==> config.mk <==
export PLATFORM = sky130hd
export DESIGN_NAME = red_pitaya_pwm_gen
export DESIGN_NICKNAME = d
export VERILOG_FILES = /design/src/rtl/red_pitaya_pwm_gen.sv
export SDC_FILE = /design/constraint.sdc
export NUM_CORES = 1
export LEC_CHECK = 0
export BUFFER_PORTS_ARGS = -buffer_cell sky130_fd_sc_hd__buf_2
export CAP_MARGIN = 40
export CORE_MARGIN = 2
export CORE_UTILIZATION = 48
export DETAILED_ROUTE_END_ITERATION = 8
export GPL_ROUTABILITY_DRIVEN = 0
export PLACE_DENSITY = 0.74
export SLEW_MARGIN = 20
export SYNTH_ARGS = -nofsm -noshare
export SYNTH_HDL_FRONTEND = slang
export SYNTH_SLANG_ARGS = --single-unit
==> constraint.sdc <==
create_clock -name clk_i -period 6.95 [get_ports clk_i]
set_clock_uncertainty 0.2 [all_clocks]
set_input_delay 0.3475 -clock clk_i [delete_from_list [all_inputs] [get_ports clk_i]]
set_output_delay 0.3475 -clock clk_i [all_outputs]
set_load 0.005 [all_outputs]
==> src/rtl/red_pitaya_pwm_gen.sv <==
// ---------------------------------------------------------------------------
// red_pitaya_pwm_gen
//
// Dithered PWM generator for an analog-filter output pin. One period is 256
// clocks; 16 periods form a frame. In period k the high time is the base duty
// D plus dither bit S[k], so the frame-average duty is (16*D + popcount(S))
// over 4096 clocks. The configuration word is shadowed and reloaded only at
// the last clock of a frame, so a frame is never built from a mixed setting.
//
// Ports
//   clk_i   : PWM clock, all logic on the rising edge
//   rstn_i  : synchronous active-low reset
//   cfg_i   : configuration, [23:16] base duty D, [15:0] dither sequence S
//   pwm_o   : registered PWM bit
//   sync_o  : registered one-clock strobe on the first pwm_o bit of a frame
//   cfg_o   : active (shadowed) configuration for readback
// ---------------------------------------------------------------------------
module red_pitaya_pwm_gen #(
  parameter int unsigned CCW = 24
) (
  input  logic           clk_i,
  input  logic           rstn_i,
  input  logic [CCW-1:0] cfg_i,
  output logic           pwm_o,
  output logic           sync_o,
  output logic [CCW-1:0] cfg_o
);

  logic [7:0]     cnt_q, cnt_d;
  logic [3:0]     frm_q, frm_d;
  logic [CCW-1:0] cfg_q, cfg_d;
  logic           pwm_q, pwm_d;
  logic           sync_q, sync_d;

  logic           period_end;
  logic           frame_end;
  logic [7:0]     duty;
  logic [15:0]    dither;
  logic [8:0]     high_time;

  always_comb begin
    period_end = (cnt_q == 8'hFF);
    frame_end  = period_end && (frm_q == 4'hF);

    cnt_d = cnt_q + 8'd1;
    frm_d = period_end ? frm_q + 4'd1 : frm_q;

    // The load edge samples cfg_i as it is on that very edge.
    cfg_d = frame_end ? cfg_i : cfg_q;

    duty   = cfg_q[23:16];
    dither = cfg_q[15:0];

    // 9 bits so that D=255 with a dither bit of 1 reaches 256 (always high).
    high_time = {1'b0, duty} + {8'd0, dither[frm_q]};

    pwm_d  = ({1'b0, cnt_q} < high_time);
    sync_d = (cnt_q == 8'd0) && (frm_q == 4'd0);
  end

  always_ff @(posedge clk_i) begin
    if (!rstn_i) begin
      cnt_q  <= 8'd0;
      frm_q  <= 4'd0;
      cfg_q  <= '0;
      pwm_q  <= 1'b0;
      sync_q <= 1'b0;
    end else begin
      cnt_q  <= cnt_d;
      frm_q  <= frm_d;
      cfg_q  <= cfg_d;
      pwm_q  <= pwm_d;
      sync_q <= sync_d;
    end
  end

  assign pwm_o  = pwm_q;
  assign sync_o = sync_q;
  assign cfg_o  = cfg_q;

endmodule
==> flow_results.org, run 1 <==
** Yosys
- Sequential cells were found to cover a little under 40% of the synthesized design area.
- The synthesized design spends more area on one cell type than any other, namely sky130_fd_sc_hd__dfxtp_1.
- Count of cell types in the netlist :: 37
- In this run the cell area of the synthesized design comes to 0.00197 sq mm.
- Most frequent cell after synthesis :: sky130_fd_sc_hd__dfxtp_1
- In this run, synthesis produced a sequential element count of 38.
- Counting every instance in the synthesized netlist gives 216.
- Each instance of the synthesized netlist takes up on average between 9 and 10 sq um.
- The synthesized design contains 0 enable-type register cells.
- During synthesis, Yosys emitted a total of 0 warnings.
- Commonest register cell after synthesis :: sky130_fd_sc_hd__dfxtp_1
- Yosys top cell area share :: about two fifths
- Mapped Nets :: roughly 260
- Async SR Flop Fraction :: 0%
- Leading post-synthesis cells by cell area :: sky130_fd_sc_hd__dfxtp_1 39%, sky130_fd_sc_hd__ha_1 8.9%, sky130_fd_sc_hd__nand3_1 8.1%
- The commonest cells after synthesis are 38 x sky130_fd_sc_hd__dfxtp_1, 35 x sky130_fd_sc_hd__nand2_1, 32 x sky130_fd_sc_hd__nand3_1, 23 x sky130_fd_sc_hd__o21ai_0, 14 x sky130_fd_sc_hd__ha_1.

** Status
- Outcome :: complete, no violations

** Worst setup path
- Arrival time of the worst setup path :: around 3.7 ns
- STA classifies the critical path startpoint as a register.
- The critical path contains buffers and inverters numbering 0 combined.
- Among all stages on the critical path, the largest delay is contributed by sky130_fd_sc_hd__mux4_1.
- The worst setup path is captured at a register.
- Across all register-to-register paths, the minimum setup slack is 3.34 ns.
- Max incr delay on CP :: 0.59 ns
- Traced cell by cell, the critical path runs through mux4_1 > mux4_2 > ha_1 > ha_1 > nand2_1 > xor2_1 > ha_1 > a211o_1 > a211oi_1 > a21o_1 > o2bb2ai_1.
- Critical path's most frequent cell :: sky130_fd_sc_hd__ha_1
- Of all nets on the critical path, the largest fanout is 7.
- The worst setup path is of the register to register kind.
- At the worst endpoint, the required time is between 6 and 7 ns.
- The cell family contributing the most delay on the critical path is multiplexers.

** Route
- Across all layers, the routed design uses 1,657 vias.
- Via density per instance :: between 5 and 6
- In the routed design, unresolved DRC markers number 0.
- The first TritonRoute pass finished after 4 iterations.
- Detailed-route wire length per cell :: around 13 um
- Total routed wirelength :: 4090 um
- The detail route stage leaves a number of antenna-violating nets equal to 0.
- Iteration-0 DRC Markers :: slightly above 70

** Timing
- Final worst path period share :: between 50 and 60%
- Final setup violating endpoints :: 0
- Setup repair after global routing left no endpoint under its margin.
- The worst path meets setup with roughly 3.3 ns of slack.
- Tightest slew margin relative to the limit :: between 60% and 70%
- The count of endpoints failing hold in the final timing report is 0.
- Minimum hold slack :: between 0.05 and 0.06 ns
- After routing, the total negative slack on setup checks comes to 0 ns.
- Post-layout minimum cycle time :: between 3 and 4 ns
- Derived from the worst setup path, the maximum achievable clock frequency is 277 MHz.
- Final-report max-slew violation count :: 0
- For the pin with the worst max-slew slack, the measured transition is a little under 0.5 ns.

** Floorplanning
- In this run the core area contains 23 standard-cell rows.
- The initial utilization of the core area, before any placement, comes to between 40% and 50%.
- Floorplan Core Area :: approximately 0.004 sq mm
- Area enclosed by the die boundary :: ~0.0046 sq mm
- I/O pin count :: 52
- The floorplan step set the die width to 68.1 um.
- Vertical die dimension :: 68.1 um

** Worst hold path
- Kind of path behind the tightest hold check :: input pin to register

** Clock tree
- Number of buffers created by CTS :: 5
- The longest clock path from root to sink contains 2 buffers.
- Skew-Pair Late Insertion Delay :: around 0.3 ns
- Number of buffers inserted by post-CTS setup repair :: 0
- CTS saw 38 sinks.
- Once the clock tree was built, the resizer swapped 0 gates to a different size.
- Number of hold buffers added after CTS :: 0
- TritonCTS built the clock tree.
- CTS placed an instance of sky130_fd_sc_hd__clkbuf_8 at the clock tree root.
- After clock tree synthesis, the clock-pin slew on the worst setup and hold paths is approximately 0.080 ns.
- Deepest level of the CTS H-tree :: 2

** Place
- Post-DP HPWL :: about 3000 um
- Pre-CTS setup slack :: 3.37 ns
- Cell total after placement :: between 300 and 400
- Number of buffer cells added on primary ports :: 51

** Finish
- In the final layout, the share of cells above drive strength 1 is roughly a quarter.
- Area growth, synth to finish :: 19.3%
- 0 antenna diodes ended up in the layout.
- The multi-input combinational cells in the finished layout cover a total of approximately 0.0011 sq mm.
- NumNets Final :: between 300 and 400
- The filler cells instantiated in the layout total roughly 350.
- Combined flip-flop and latch cell area :: 761 sq um
- Post-route non-filler standard cell count :: 314

** GRT
- Wire length of the first global-routing pass :: 6870 um
- Global routing consumed, over all layers together, between 20 and 25% of the routing resources.
- Vias in the first global route :: between 1,000 and 1,500
- Number of antenna violations at the first check in global routing :: 0
- Entering global routing, the biggest net connects slightly below 50 pins.
- Summed over all layers, the global routing overflow is 0.

** Power
- In this run the power density over the cells is approximately 180 mW/mm^2.
- VDD sags by at most 97.7 uV.
- Lkg Pwr :: between 1 and 1.5 nW

** Run
- Max Cap Violations :: 0
## stage by stage
| stage | cell area, sq um | power (mW) | utilization, % |
|---|---|---|---|
| final | 2350 | 0.433 | 59.2 |
| after global routing | 2350 | 0.454 | 59.2 |
| after CTS | 2350 | 0.438 | 59.2 |
| after global placement | 2210 | 0.249 | 55.7 |
| after detailed placement | 2240 | 0.251 | 56.4 |
| after floorplan | 1970 | 0.240 | - |
## where the power goes
part | internal (mW) | leakage [nW] | switching (mW) | total [mW]
combinational | 0.0122 | 0.664 | 0.0110 | 0.0233
clock | 0.107 | 0.0514 | 0.0803 | 0.187
sequential | 0.220 | 0.307 | 0.00272 | 0.223
## cell usage in the layout (no fill, tap or decap), types with 4 or more instances in the layout
master                      n
sky130_fd_sc_hd__mux4_1     4
sky130_fd_sc_hd__buf_2     51
sky130_fd_sc_hd__clkbuf_8   5
sky130_fd_sc_hd__nand2_1   35
sky130_fd_sc_hd__o21ai_0   23
sky130_fd_sc_hd__xor2_1     6
sky130_fd_sc_hd__inv_1      5
sky130_fd_sc_hd__nand3_1   32
sky130_fd_sc_hd__xnor2_1    6
sky130_fd_sc_hd__and2_1     7
sky130_fd_sc_hd__dfxtp_1   38
sky130_fd_sc_hd__ha_1      14
## cell type report
cell class,instances,share of cell area [%]
Tap cell,50,2.66
Inverter,5,0.798
Sequential cell,38,32.4
Clock buffer,6,3.09
Clock inverter,2,1.60
Multi-Input combinational cell,160,47.2
Timing Repair Buffer,53,12.3
## path summary, 6_finish.rpt
kind	to	cells past startpoint	startpoint
setup / recovery	pwm_o$_SDFF_PN0_	11	frm_q[0]$_SDFFE_PN0P_
hold / removal	cfg_o[12]$_SDFFE_PN0P_	3	cfg_i[12]
setup reg to reg	pwm_o$_SDFF_PN0_	11	frm_q[0]$_SDFFE_PN0P_
hold reg to reg	cfg_o[9]$_SDFFE_PN0P_	2	cfg_o[9]$_SDFFE_PN0P_
## worst register-to-register path, stage by stage (launching register included)
cell and delay [ns]:
sky130_fd_sc_hd__dfxtp_1 0.49, sky130_fd_sc_hd__mux4_1 0.59, sky130_fd_sc_hd__mux4_2 0.50, sky130_fd_sc_hd__ha_1 0.21, sky130_fd_sc_hd__ha_1 0.23, sky130_fd_sc_hd__nand2_1 0.09
sky130_fd_sc_hd__xor2_1 0.16, sky130_fd_sc_hd__ha_1 0.27, sky130_fd_sc_hd__a211o_1 0.34, sky130_fd_sc_hd__a211oi_1 0.24, sky130_fd_sc_hd__a21o_1 0.15, sky130_fd_sc_hd__o2bb2ai_1 0.10
## cell families (layout without fill, tap and decap cells)
| logic type | after synthesis | count (layout) | synth area share (%) |
|---|---|---|---|
| buf+inv | 18 | 66 | 5.14 |
| xor+xnor | 12 | 12 | 5.33 |
| simple gates | 92 | 92 | 24.3 |
| flops | 38 | 38 | 38.6 |
| compound gates | 35 | 35 | 10.3 |
| fa+ha+maj | 14 | 14 | 8.89 |
| mux | 7 | 7 | 7.49 |
## state kept, by name, summed over array words and instances (netlist names)
name and cells:
cfg_o 24, cnt_q 8, frm_q 4, pwm_o 1
sync_o 1
## per-layer routing
layer	part of all wire [%]	vias to the layer above	GRT usage, %	wire length [um]
met3	4.7	10	6.09	193
met1	47	753	26.2	1930
met4	2.0	0	9.00	83
met5	0	-	0	0
li1	-	855	-	-
met2	46	39	30.7	1890
Power figures use the tool's default switching activity.
==> inputs of run 2 (changes only) <==
--- a/config.mk
+++ b/config.mk
@@ -8,10 +8,10 @@
 export BUFFER_PORTS_ARGS = -buffer_cell sky130_fd_sc_hd__buf_2
 export CAP_MARGIN = 40
 export CORE_MARGIN = 2
-export CORE_UTILIZATION = 48
+export CORE_UTILIZATION = 47
 export DETAILED_ROUTE_END_ITERATION = 8
 export GPL_ROUTABILITY_DRIVEN = 0
-export PLACE_DENSITY = 0.74
+export PLACE_DENSITY = 0.75
 export SLEW_MARGIN = 20
 export SYNTH_ARGS = -nofsm -noshare
 export SYNTH_HDL_FRONTEND = slang
==> constraint.sdc (replaced) <==
create_clock -name clk_i -period 2.95 [get_ports clk_i]
set_clock_uncertainty 0.2 [all_clocks]
set_input_delay 0.1475 -clock clk_i [delete_from_list [all_inputs] [get_ports clk_i]]
set_output_delay 0.1475 -clock clk_i [all_outputs]
set_load 0.005 [all_outputs]
==> flow_results.org, run 2 (same netlist as run 1, synthesis figures left out) <==
** Worst setup path
- Launch point of the critical path :: frm_q[0]$_SDFFE_PN0P_ (unchanged)
- R2r startpoint :: frm_q[0]$_SDFFE_PN0P_ (unchanged)
- The data required time at the worst endpoint came to 2.97 ns (was 6.98 ns).
- The slack of the worst reg-to-reg path is -0.26 ns (was 3.34 ns).
- Kind of critical path :: register to register (unchanged)
- The capture point of the worst reg-to-reg path was pwm_o$_SDFF_PN0_ (unchanged).
- Arrival time of the worst setup path :: 3.24 ns (was 3.65 ns)
- The length in cells of the worst reg-to-reg path came to 11 (unchanged).
- The worst-path maximum fanout was 5 (was 7).
- Element type at the critical path start :: register (unchanged)
- Endpoint kind of the worst setup timing path :: register (unchanged)

** Route
- The detailed-routing iteration count for the pre-antenna-repair pass is 6 (was 4).
- Total routed wirelength :: 4900 um (was 4090 um)
- Residual DRC :: 0 (unchanged)
- Iteration-0 DRC Markers :: 109 (was 71)
- Via density per instance :: 5.18 (was 5.28)
- Post-route ant nets :: 0 (unchanged)
- Total vias in the final route :: 1,851 (was 1,657)
- Detailed-route wire length per cell :: 13.7 um (was 13.0 um)

** Finish
- The number of diodes added for antenna fixing is 0 (unchanged).
- The synthesis-to-layout area growth came to 37.8% (was 19.3%).
- Most used cells in the layout excluding fill and tap cells: 51 x sky130_fd_sc_hd__buf_2, 37 x sky130_fd_sc_hd__dfxtp_1, 34 x sky130_fd_sc_hd__nand2_1, 32 x sky130_fd_sc_hd__nand3_1, 24 x sky130_fd_sc_hd__dlygate4sd3_1 (was 51 x sky130_fd_sc_hd__buf_2, 38 x sky130_fd_sc_hd__dfxtp_1, 35 x sky130_fd_sc_hd__nand2_1, 32 x sky130_fd_sc_hd__nand3_1, 23 x sky130_fd_sc_hd__o21ai_0).
- Most common cell after layout, fill and taps aside :: sky130_fd_sc_hd__buf_2 (unchanged)
- The number of flip-flops under the largest register name is 24 (unchanged).
- Fraction of final layout cells with drive strength greater than 1 :: 30.3% (was 24.6%)
- The count of nets after finishing was 346 (was 303).
- The utilization after layout is 67.4% (was 59.2%).

** Timing
- The final-layout worst hold slack was 0.122 ns (was 0.0587 ns).
- Slew @ Worst Pin :: 0.435 ns (was 0.490 ns)
- The post-route clock period utilization is 109% (was 52.0%).
- RSZ-0062 raised after global routing: yes (was no).
- The final worst setup slack came to -0.265 ns (was 3.34 ns).
- The post-route minimum period was 3.21 ns (was 3.61 ns).
- Maximum clock frequency :: 311 MHz (was 277 MHz)
- The aggregate negative setup slack was -0.265 ns (was 0 ns).
- Final setup violating endpoints :: 1 (was 0)
- The tightest slew margin relative to the limit is 71.0% (was 67.3%).
- The number of max-slew violations in the final report was 0 (unchanged).
- Final Hold Vio Count :: 0 (unchanged)

** Floorplanning
- Initial Util :: 48.9% (was 49.6%)
- Vertical die dimension :: 68.8 um (was 68.1 um)
- The die area was 0.00473 sq mm (was 0.00463 sq mm).
- Die boundary width :: 68.8 um (was 68.1 um)
- Number of cell rows :: 23 (unchanged)
- Floorplan Core Area :: 0.00403 sq mm (was 0.00397 sq mm)
- The I/O pin total was 52 (unchanged).

** Status
- Outcome: finished, violations left (was complete, no violations).
- The checks that failed: setup timing.

** GRT
- Largest net degree at the start of global routing :: 49 (unchanged)
- The number of global-route vias before repair is 1,834 (was 1,486).
- Overall Global Routing Usage :: 23.6% (was 20.1%)
- Wire length of the first global-routing pass :: 8290 um (was 6870 um)
- The initial antenna violation count is 0 (unchanged).
- GRT Residual Overflow :: 0 (unchanged)

** Worst hold path
- Worst Min Path Start :: rstn_i (was cfg_i[12])
- Min-Delay Endpoint :: cfg_o[1]$_SDFFE_PN0P_ (was cfg_o[12]$_SDFFE_PN0P_)
- Kind of path behind the tightest hold check :: input pin to register (unchanged)
- Min-Delay Path Depth :: 3 (unchanged)

** Clock tree
- Deepest level of the CTS H-tree :: 2 (unchanged)
- The clock-pin slew of the registers on the worst-case setup and hold paths is 0.07 ns (was 0.08 ns).
- The buffer type at the clock tree root was sky130_fd_sc_hd__clkbuf_8 (unchanged).
- CTS tree :: done (unchanged)
- The clock net sink count came to 38 (unchanged).
- The worst-skew pair later-pin latency is 0.29 ns (was 0.30 ns).
- The number of setup buffers added after CTS was 0 (unchanged).
- Clock Tree Buf Depth :: 2 (unchanged)
- Number of buffers created by CTS :: 5 (unchanged)

** Place
- Number of buffer cells added on primary ports :: 51 (unchanged)
- The half-perimeter wire length of the detailed placement result came to 3140 um (was 2970 um).

** Run
- Max Cap Violations :: 0 (unchanged)

** Power
- The leakage power total came to 1.18 nW (was 1.02 nW).
- The power density over cell area is 361 mW/mm^2 (was 184 mW/mm^2).
- Power consumption :: 979 uW (was 433 uW)
- The worst IR drop on VDD is 331 uV (was 97.7 uV).
-- run 2: what timing repair did --
item	in CTS	in global routing
hold buffers	24	0
endpoints found under the hold margin	24	0
endpoints found under the setup margin	1	1
gates cloned	0	0
gates resized for setup	1	0
-- run 2: layout make-up --
type,count,area (sq um)
Clock inverter,1,5.00
Clock buffer,7,86.3
Timing Repair Buffer,96,653
Inverter,5,18.8
Fill cell,316,1310
Tap cell,50,62.6
Multi-Input combinational cell,160,1130
Sequential cell,38,764
-- run 2: how the worst max path moves through the flow --
stage,endpoint,slack (ns),depth (start not counted)
floorplan,pwm_o$_SDFF_PN0_,-0.16,12
global placement,pwm_o$_SDFF_PN0_,-0.18,11
detailed placement,pwm_o$_SDFF_PN0_,-0.29,11
CTS,pwm_o$_SDFF_PN0_,-0.27,11
global route,pwm_o$_SDFF_PN0_,-0.40,11
finish,pwm_o$_SDFF_PN0_,-0.26,11
-- run 2: worst max-delay path, stage by stage (launching register included) --
cell and delay [ns]:
sky130_fd_sc_hd__dfxtp_4 0.39, sky130_fd_sc_hd__mux4_2 0.50, sky130_fd_sc_hd__mux4_2 0.51, sky130_fd_sc_hd__ha_4 0.19
sky130_fd_sc_hd__ha_4 0.17, sky130_fd_sc_hd__nand2_2 0.06, sky130_fd_sc_hd__xor2_1 0.15, sky130_fd_sc_hd__ha_1 0.26
sky130_fd_sc_hd__a211o_1 0.30, sky130_fd_sc_hd__a211oi_2 0.17, sky130_fd_sc_hd__a21o_1 0.14, sky130_fd_sc_hd__o2bb2ai_1 0.10
-- run 2: layer usage --
metal / GRT usage [%] / vias to the layer above / routed length [um]
met3: 4.55 / 11 / 208
met2: 39.3 / 47 / 2430
met4: 10.8 / 0 / 130
met5: 0 / - / 0
li1: - / 934 / -
met1: 29.4 / 859 / 2140
-- run 2: power by group --
group,switching [mW],internal (mW)
clock network,0.186,0.189
registers,0.00605,0.518
logic,0.0332,0.0478
total,0.225,0.754
-- run 2: per-stage QoR --
stage | cell area, sq um | worst slack, ns | std cells
2_1_floorplan | 1990 | -0.160 | 216
3_3_place_gp | 2380 | -0.180 | 325
3_5_place_dp | 2380 | -0.285 | 325
4_1_cts | 2720 | -0.267 | 357
5_1_grt | 2720 | -0.397 | 357
6_report | 2720 | -0.265 | 357
